### src/rtl/inst_fetch_queue.sv
// Fetch stage: owns the fetch PC, keeps at most one I-cache read outstanding and queues returned words for decode.
// Define INST_FETCH_QUEUE_BYPASS_EN to hand a response straight to decode when the queue is empty.
module inst_fetch_queue #(
    parameter int          DEPTH    = 4,
    parameter logic [31:0] RESET_PC = 32'h00000060
) (
    input  logic                   clk,
    input  logic                   rst,
    input  logic                   redirect,
    input  logic [31:0]            redirect_pc,
    output logic                   imem_read,
    output logic [31:0]            imem_address,
    input  logic                   imem_resp,
    input  logic [31:0]            imem_rdata,
    output logic                   deq_valid,
    input  logic                   deq_ready,
    output logic [31:0]            deq_instr,
    output logic [31:0]            deq_pc,
    output logic [$clog2(DEPTH):0] count
);

    localparam int PW = $clog2(DEPTH);
    localparam int CW = PW + 1;

    typedef enum logic [1:0] {
        IDLE    = 2'd0,
        FETCH   = 2'd1,
        DISCARD = 2'd2
    } state_t;

    state_t          state_reg;
    logic [31:0]     fetch_pc_reg;
    logic [31:0]     stale_pc_reg;
    logic [PW-1:0]   rd_ptr_reg;
    logic [PW-1:0]   wr_ptr_reg;
    logic [CW-1:0]   count_reg;
    logic [31:0]     instr_mem [DEPTH];
    logic [31:0]     pc_mem [DEPTH];

    logic [31:0]     target_pc;
    logic            fifo_empty;
    logic            resp_ok;
    logic            bypass_hit;
    logic            do_enq;
    logic            do_deq;
    logic [CW-1:0]   count_next;

    assign target_pc  = redirect_pc & 32'hFFFF_FFFC;
    assign fifo_empty = (count_reg == '0);
    assign resp_ok    = (state_reg == FETCH) && imem_resp && !redirect;

    assign imem_read    = (state_reg == FETCH) || (state_reg == DISCARD);
    assign imem_address = (state_reg == DISCARD) ? stale_pc_reg : fetch_pc_reg;
    assign count        = count_reg;

    always_comb begin
        bypass_hit = 1'b0;
`ifdef INST_FETCH_QUEUE_BYPASS_EN
        bypass_hit = fifo_empty && resp_ok;
`else
        bypass_hit = 1'b0;
`endif
        deq_valid = (!fifo_empty && !redirect) || bypass_hit;
        deq_instr = '0;
        deq_pc    = '0;
        if (bypass_hit) begin
            deq_instr = imem_rdata;
            deq_pc    = fetch_pc_reg;
        end else if (!fifo_empty) begin
            deq_instr = instr_mem[rd_ptr_reg];
            deq_pc    = pc_mem[rd_ptr_reg];
        end
        do_deq = !fifo_empty && !redirect && deq_ready;
        // A bypassed word that decode takes immediately never occupies a slot
        do_enq = resp_ok && !(bypass_hit && deq_ready);
        count_next = count_reg + CW'(do_enq) - CW'(do_deq);
    end

    // Storage carries no reset; occupancy is tracked by the pointers and count
    always_ff @(posedge clk) begin
        if (do_enq) begin
            instr_mem[wr_ptr_reg] <= imem_rdata;
            pc_mem[wr_ptr_reg]    <= fetch_pc_reg;
        end
    end

    always_ff @(posedge clk or negedge rst) begin
        if (!rst) begin
            rd_ptr_reg <= '0;
            wr_ptr_reg <= '0;
            count_reg  <= '0;
        end else if (redirect) begin
            rd_ptr_reg <= '0;
            wr_ptr_reg <= '0;
            count_reg  <= '0;
        end else begin
            if (do_enq) begin
                wr_ptr_reg <= wr_ptr_reg + PW'(1);
            end
            if (do_deq) begin
                rd_ptr_reg <= rd_ptr_reg + PW'(1);
            end
            count_reg <= count_next;
        end
    end

    always_ff @(posedge clk or negedge rst) begin
        if (!rst) begin
            state_reg    <= IDLE;
            fetch_pc_reg <= RESET_PC;
            stale_pc_reg <= '0;
        end else begin
            case (state_reg)
                IDLE: begin
                    if (redirect) begin
                        fetch_pc_reg <= target_pc;
                    end else if (count_reg < CW'(DEPTH)) begin
                        state_reg <= FETCH;
                    end
                end
                FETCH: begin
                    if (redirect) begin
                        fetch_pc_reg <= target_pc;
                        if (imem_resp) begin
                            state_reg <= IDLE;
                        end else begin
                            // Request must stay on the bus until the cache answers it
                            state_reg    <= DISCARD;
                            stale_pc_reg <= fetch_pc_reg;
                        end
                    end else if (imem_resp) begin
                        fetch_pc_reg <= fetch_pc_reg + 32'd4;
                        state_reg    <= (count_next < CW'(DEPTH)) ? FETCH : IDLE;
                    end
                end
                DISCARD: begin
                    if (redirect) begin
                        fetch_pc_reg <= target_pc;
                    end
                    if (imem_resp) begin
                        state_reg <= IDLE;
                    end
                end
                default: state_reg <= IDLE;
            endcase
        end
    end

endmodule

### config.mk
export PLATFORM = sky130hd
export DESIGN_NAME = inst_fetch_queue
export DESIGN_NICKNAME = d
export VERILOG_FILES = /design/src/rtl/inst_fetch_queue.sv
export SDC_FILE = /design/constraint.sdc
export NUM_CORES = 1
export LEC_CHECK = 0
export ABC_CLOCK_PERIOD_IN_PS = 3600
export CAP_MARGIN = 25
export CORE_MARGIN = 3
export CORE_UTILIZATION = 25
export CTS_CLUSTER_SIZE = 8
export DETAILED_ROUTE_END_ITERATION = 10
export PLACE_DENSITY = 0.4
export SYNTH_ARGS = -nofsm -noshare
export SYNTH_HDL_FRONTEND = slang
export SYNTH_SLANG_ARGS = --single-unit
### constraint.sdc
create_clock -name clk -period 3.6 [get_ports clk]
set_input_delay 0.72 -clock clk [delete_from_list [all_inputs] [get_ports clk]]
set_output_delay 0.72 -clock clk [all_outputs]
set_load 0.02 [all_outputs]
* Word level (Yosys, flattened, before mapping)
Memory sizes are Yosys's and may differ from the RTL's. Index checks and enable logic that the tools add are counted.
Storage, ports and cells: flip-flop bits (word level) 73, logic and storage cells 61, memories 2, memory bits (read-only) 0, bits in writable memories 256, bits of input ports 69, latch bits 0, output and inout port bits 101
Cells by class: $mul 0, mux-type cells 22, order comparisons 2, $add $sub $neg 5, shifts and indexed selects 0, divide/modulo/power cells 0, reduce and logical (&&, ||, !) cells 16, bitwise operators 1, equality and inequality tests 7
Memory list:
- instr_mem | depth 4, bits a word 32, rd ports 1, clocked after Yosys merged registers in 0, write ports 1, RTL line 37 | logic [31:0] instr_mem [DEPTH];
- pc_mem | depth 4, bits a word 32, rd ports 1, clocked after Yosys merged registers in 0, write ports 1, RTL line 38 | logic [31:0] pc_mem [DEPTH];
Operators by type and width (count):
- 32-bit two-way mux | 6
- 32-bit one-hot mux with 2 select lines | 1
- 32-bit by 3-bit adder with 32-bit output (second input constant) | 1
- 2-bit two-way mux | 10
- 3-bit < comparator (second input constant) | 2
- 2-bit inequality test (second input constant) | 3
- 2-bit one-hot mux with 3 select lines | 1
- 3-bit AND reduction | 2
- 2-bit nonzero test | 3
- 2-bit by 1-bit adder with 2-bit output (second input constant) | 2
- 1-bit logical AND | 4
- 4-bit AND reduction | 1
- 3-bit by 1-bit adder with 3-bit output | 1
- 3-bit logical NOT | 1
- 1-bit two-way mux | 3
- 3-bit two-way mux | 1
- 3-bit inequality test (second input constant) | 1
- 3-bit by 1-bit subtractor with 3-bit output | 1
- 2-bit by 1-bit == test with 1-bit output (second input constant) | 1
- 2-bit == test (second input constant) | 1
- 1-bit logical NOT | 2
- 2-bit logical NOT | 1
- 2-bit by 1-bit inequality test with 1-bit output (second input constant) | 1
- 2-bit OR reduction | 1
- 2 further kinds | 2

* Depth between registers and ports, before layout
depth after elaboration 10, depth in mapped cells 13

* Least setup slack after synthesis
OpenSTA, ideal clock, no wires.
path type input port to flip-flop, start point input port redirect, end point memory instr_mem[0][0] (enable), setup time 0.427 ns, path buffers 1, stages 3, path slack 0.481 ns, data required time 3.173 ns, arrival time 2.692 ns, cells stage by stage buf_2 nor2b_1 and3_1
On the way: longest elaborated chain between the ends 4
RTL lines:
- start: declaration | RTL line 9 | input logic redirect,
- 1-bit logical NOT | RTL line 50 | assign resp_ok = (state_reg == FETCH) && imem_resp && !redirect;
- 1-bit logical AND | RTL line 50
- 1-bit two-way mux | RTL line 81 | if (do_enq) begin
- 1-bit two-way mux (not written as such) | RTL line 82 | instr_mem[wr_ptr_reg] <= imem_rdata;
- end: declaration | RTL line 37
No other way between the ends.

* Worst setup path after layout
start point register rd_ptr_reg[1], end point output port deq_instr[0]
On the way: longest elaborated chain between the ends 2
RTL lines:
- start: declaration | RTL line 34 | logic [PW-1:0] rd_ptr_reg;
- start signal: assignment | RTL line 101 | rd_ptr_reg <= rd_ptr_reg + PW'(1);
- memory 4 x 32 bit
- 32-bit two-way mux | RTL line 69 | end else if (!fifo_empty) begin
- end: declaration | RTL line 17 | output logic [31:0] deq_instr,
No other way between the ends.

==> impl_metrics.ini <==
[status]
outcome = finished, final reports clean

[power]
p_per_area_nw_per_um2 = 836
peakVddDrop_v = 0.000515
leakagePower_nw = 5.77

[critical_path]
cp-start-kind = flop
worstSetupPathType = reg2out
arrival_ns = 2.70
path_max_fanout = 29
worstSetupEndpointType = output port
worstPathRequired_ns = 2.88

[synthesis]
synth_top_area_cell = edfxtp_1
async_reset_ff_share_pct = 21.8
synth_top_area_share_pct = 55.6
ys_seq_area_share_pct = 68.5
avgSynthCellArea_um2 = 16.7
synth_warnings = 0
syn_inst = 803
synthDistinctLibCells = 54
syn_area_um2 = 13400
synth-edff-count = 248
synthFlopType = edfxtp_1
ys_ff_latch = 317
synth_area_leaders = edfxtp_1 56%, dfrtp_1 13%, mux4_2 10%, mux2_2 4.5%, and2_1 3.0%

[timing]
hold_viol = 0
finalCritPeriodShare_pct = 95.0
post-route-min-period_ns = 3.42
worstMarginPinSlew_ns = 0.641
max_slew_margin_pct = 57.1
slew_violations = 0
setup_viol = 0
rsz0062_at_grt = false
fin_worst_skew_ns = 0.0266
fin_tns_setup_ns = 0
max_freq_mhz = 292

[floorplanning]
num_rows = 84
pin_count = 170
start_util_pct = 25.4
die_area_um2 = 56400
fp.dieH_um = 238
coreArea_um2 = 52800
die_x_um = 238

[routing]
drt_iter0_markers = 390
ant_nets = 0
vias = 7812
firstDrtPassIters = 5
drt-vias-per-instance = 4.57
post_drt_wl_per_cell_um = 21.4
drc_errors = 0
routed_wl_um = 36600

[grt]
use_met1_pct = 18.0
gr-usage-all-layers_pct = 13.1
grt.overflow.total = 0
met3_usage_pct = 3.59
busiest_layer = met2
grt_pass1_vias = 8245
grt_start_max_net_pins = 70
met2_usage_pct = 20.7
grt_pass1_wl_um = 55400
antenna_found_initial = 1

[cts]
cts_max_level = 2
cts_buffers = 45
clkSinkCount = 317
clkLatencyLatePin_ns = 0.57
cts_tree = done
clockBufferDepth = 3
cts-root-buf = clkbuf_16
cts.clk_slew.worst_paths_ns = 0.06

[placement]
portBuffers = 163
hpwl_um = 23300
place_congestion = 0.766
placed_cells = 1636

[finish]
regArea_um2 = 9180
layout_commonest_cell = edfxtp_1
area_growth_pct = 29.9
largest_reg_flops = 128
drive_gt1_share_pct = 21.9
fillCellCount = 5186
multi_input_area_um2 = 3960
largestRegisters = instr_mem x128, pc_mem x120
mostFrequentLayoutCells = 248 x edfxtp_1, 162 x clkdlybuf4s50_1, 65 x and2_1, 65 x dfrtp_1, 62 x mux4_2
nNetsFinal = 1082
max_flop_register = instr_mem
layout.cells.non_filler = 1710

[job]
maxCapViolCount = 0

[worst_hold_path]
worstHoldPathType = reg2reg
-- logic make-up after synthesis --
| kind of cell | after synthesis | synth area share [%] |
|---|---|---|
| flip-flops | 317 | 68.5 |
| AND/OR/NAND/NOR | 186 | 8.05 |
| multiplexers | 118 | 15.1 |
| AO/OA/AOI/OAI | 100 | 4.59 |
| buffers and inverters | 65 | 2.36 |
| adder cells (fa/ha/maj) | 11 | 1.08 |
| XOR/XNOR | 5 | 0.327 |
| other | 1 | 0.0280 |
-- path summary, 6_finish.rpt --
path                       slack [ns]                to  cells after the start              from
setup / recovery                 0.18      deq_instr[0]                      4     rd_ptr_reg[1]
hold / removal                   0.48  stale_pc_reg[31]                      2  stale_pc_reg[31]
setup reg to reg                 0.81      state_reg[0]                     12          count[1]
hold reg to reg                  0.48  stale_pc_reg[31]                      2  stale_pc_reg[31]
max in group asynchronous        2.45   fetch_pc_reg[6]                      3               rst
min in group asynchronous        0.55  fetch_pc_reg[25]                      2               rst
-- metrics by stage --
stage | cell area [um2] | hold slack [ns] | setup slack [ns] | power (mW) | util [%]
2_1_floorplan | 13400 | 0.424 | 0.481 | 8.37 | -
3_3_place_gp | 16000 | 0.465 | 0.410 | 10.8 | 30.4
3_5_place_dp | 16000 | 0.476 | 0.421 | 10.8 | 30.4
4_1_cts | 17300 | 0.347 | 0.0222 | 14.8 | 32.8
5_1_grt | 17400 | 0.510 | 0.0269 | 15.5 | 33.0
6_report | 17400 | 0.484 | 0.180 | 14.6 | 33.0
-- report_power, final --
group / leakage, nW / internal (mW) / switching [mW]
clock network: 0.596 / 2.31 / 1.51
logic: 2.13 / 2.58 / 2.73
registers: 3.04 / 4.74 / 0.682
-- Yosys cell counts (8+ instances only) --
| cell | instances |
|---|---|
| buf_2 | 19 |
| a21oi_1 | 28 |
| clkbuf_1 | 22 |
| nand2_1 | 27 |
| and3_1 | 8 |
| inv_1 | 9 |
| o21ai_0 | 29 |
| dfrtp_1 | 67 |
| mux4_2 | 62 |
| or3_1 | 8 |
| nand3_1 | 15 |
| and2_1 | 65 |
| ha_1 | 10 |
| edfxtp_1 | 248 |
| buf_4 | 9 |
| mux2_2 | 54 |
| and4_1 | 8 |
| nor2_1 | 30 |
-- worst max-delay path, stage by stage (launching register included) --
cell and delay, ns:
dfrtp_4 0.77, buf_12 0.29, mux4_2 0.32, and2_1 0.20, clkdlybuf4s50_1 0.55
-- metal layers --
metal	routed length [um]	part of all wire, %	up-vias
met3	2180	5.9	57
li1	-	-	3520
met4	708	1.9	0
met1	16700	46	4022
met5	0	0	-
met2	17000	46	213
-- area by class of cell --
| class | count | share of cell area, % |
|---|---|---|
| tap | 688 | 4.94 |
| multi-input combinational | 424 | 22.7 |
| inverter | 9 | 0.194 |
| clock inverter | 1 | 0.0934 |
| clock buffer | 65 | 7.02 |
| sequential | 317 | 52.7 |
| antenna | 1 | 0.0144 |
| timing repair buffer | 205 | 12.3 |
-- timing repair --
action                                 4_1_cts  5_1_grt
setup endpoints to repair                   62        4
pin swaps                                    0        0
setup buffers                                1        3
endpoints found under the hold margin        0        9
hold buffers                                 0        1
resized for setup                            1        0
No activity file was read; power rests on OpenSTA's default activity.
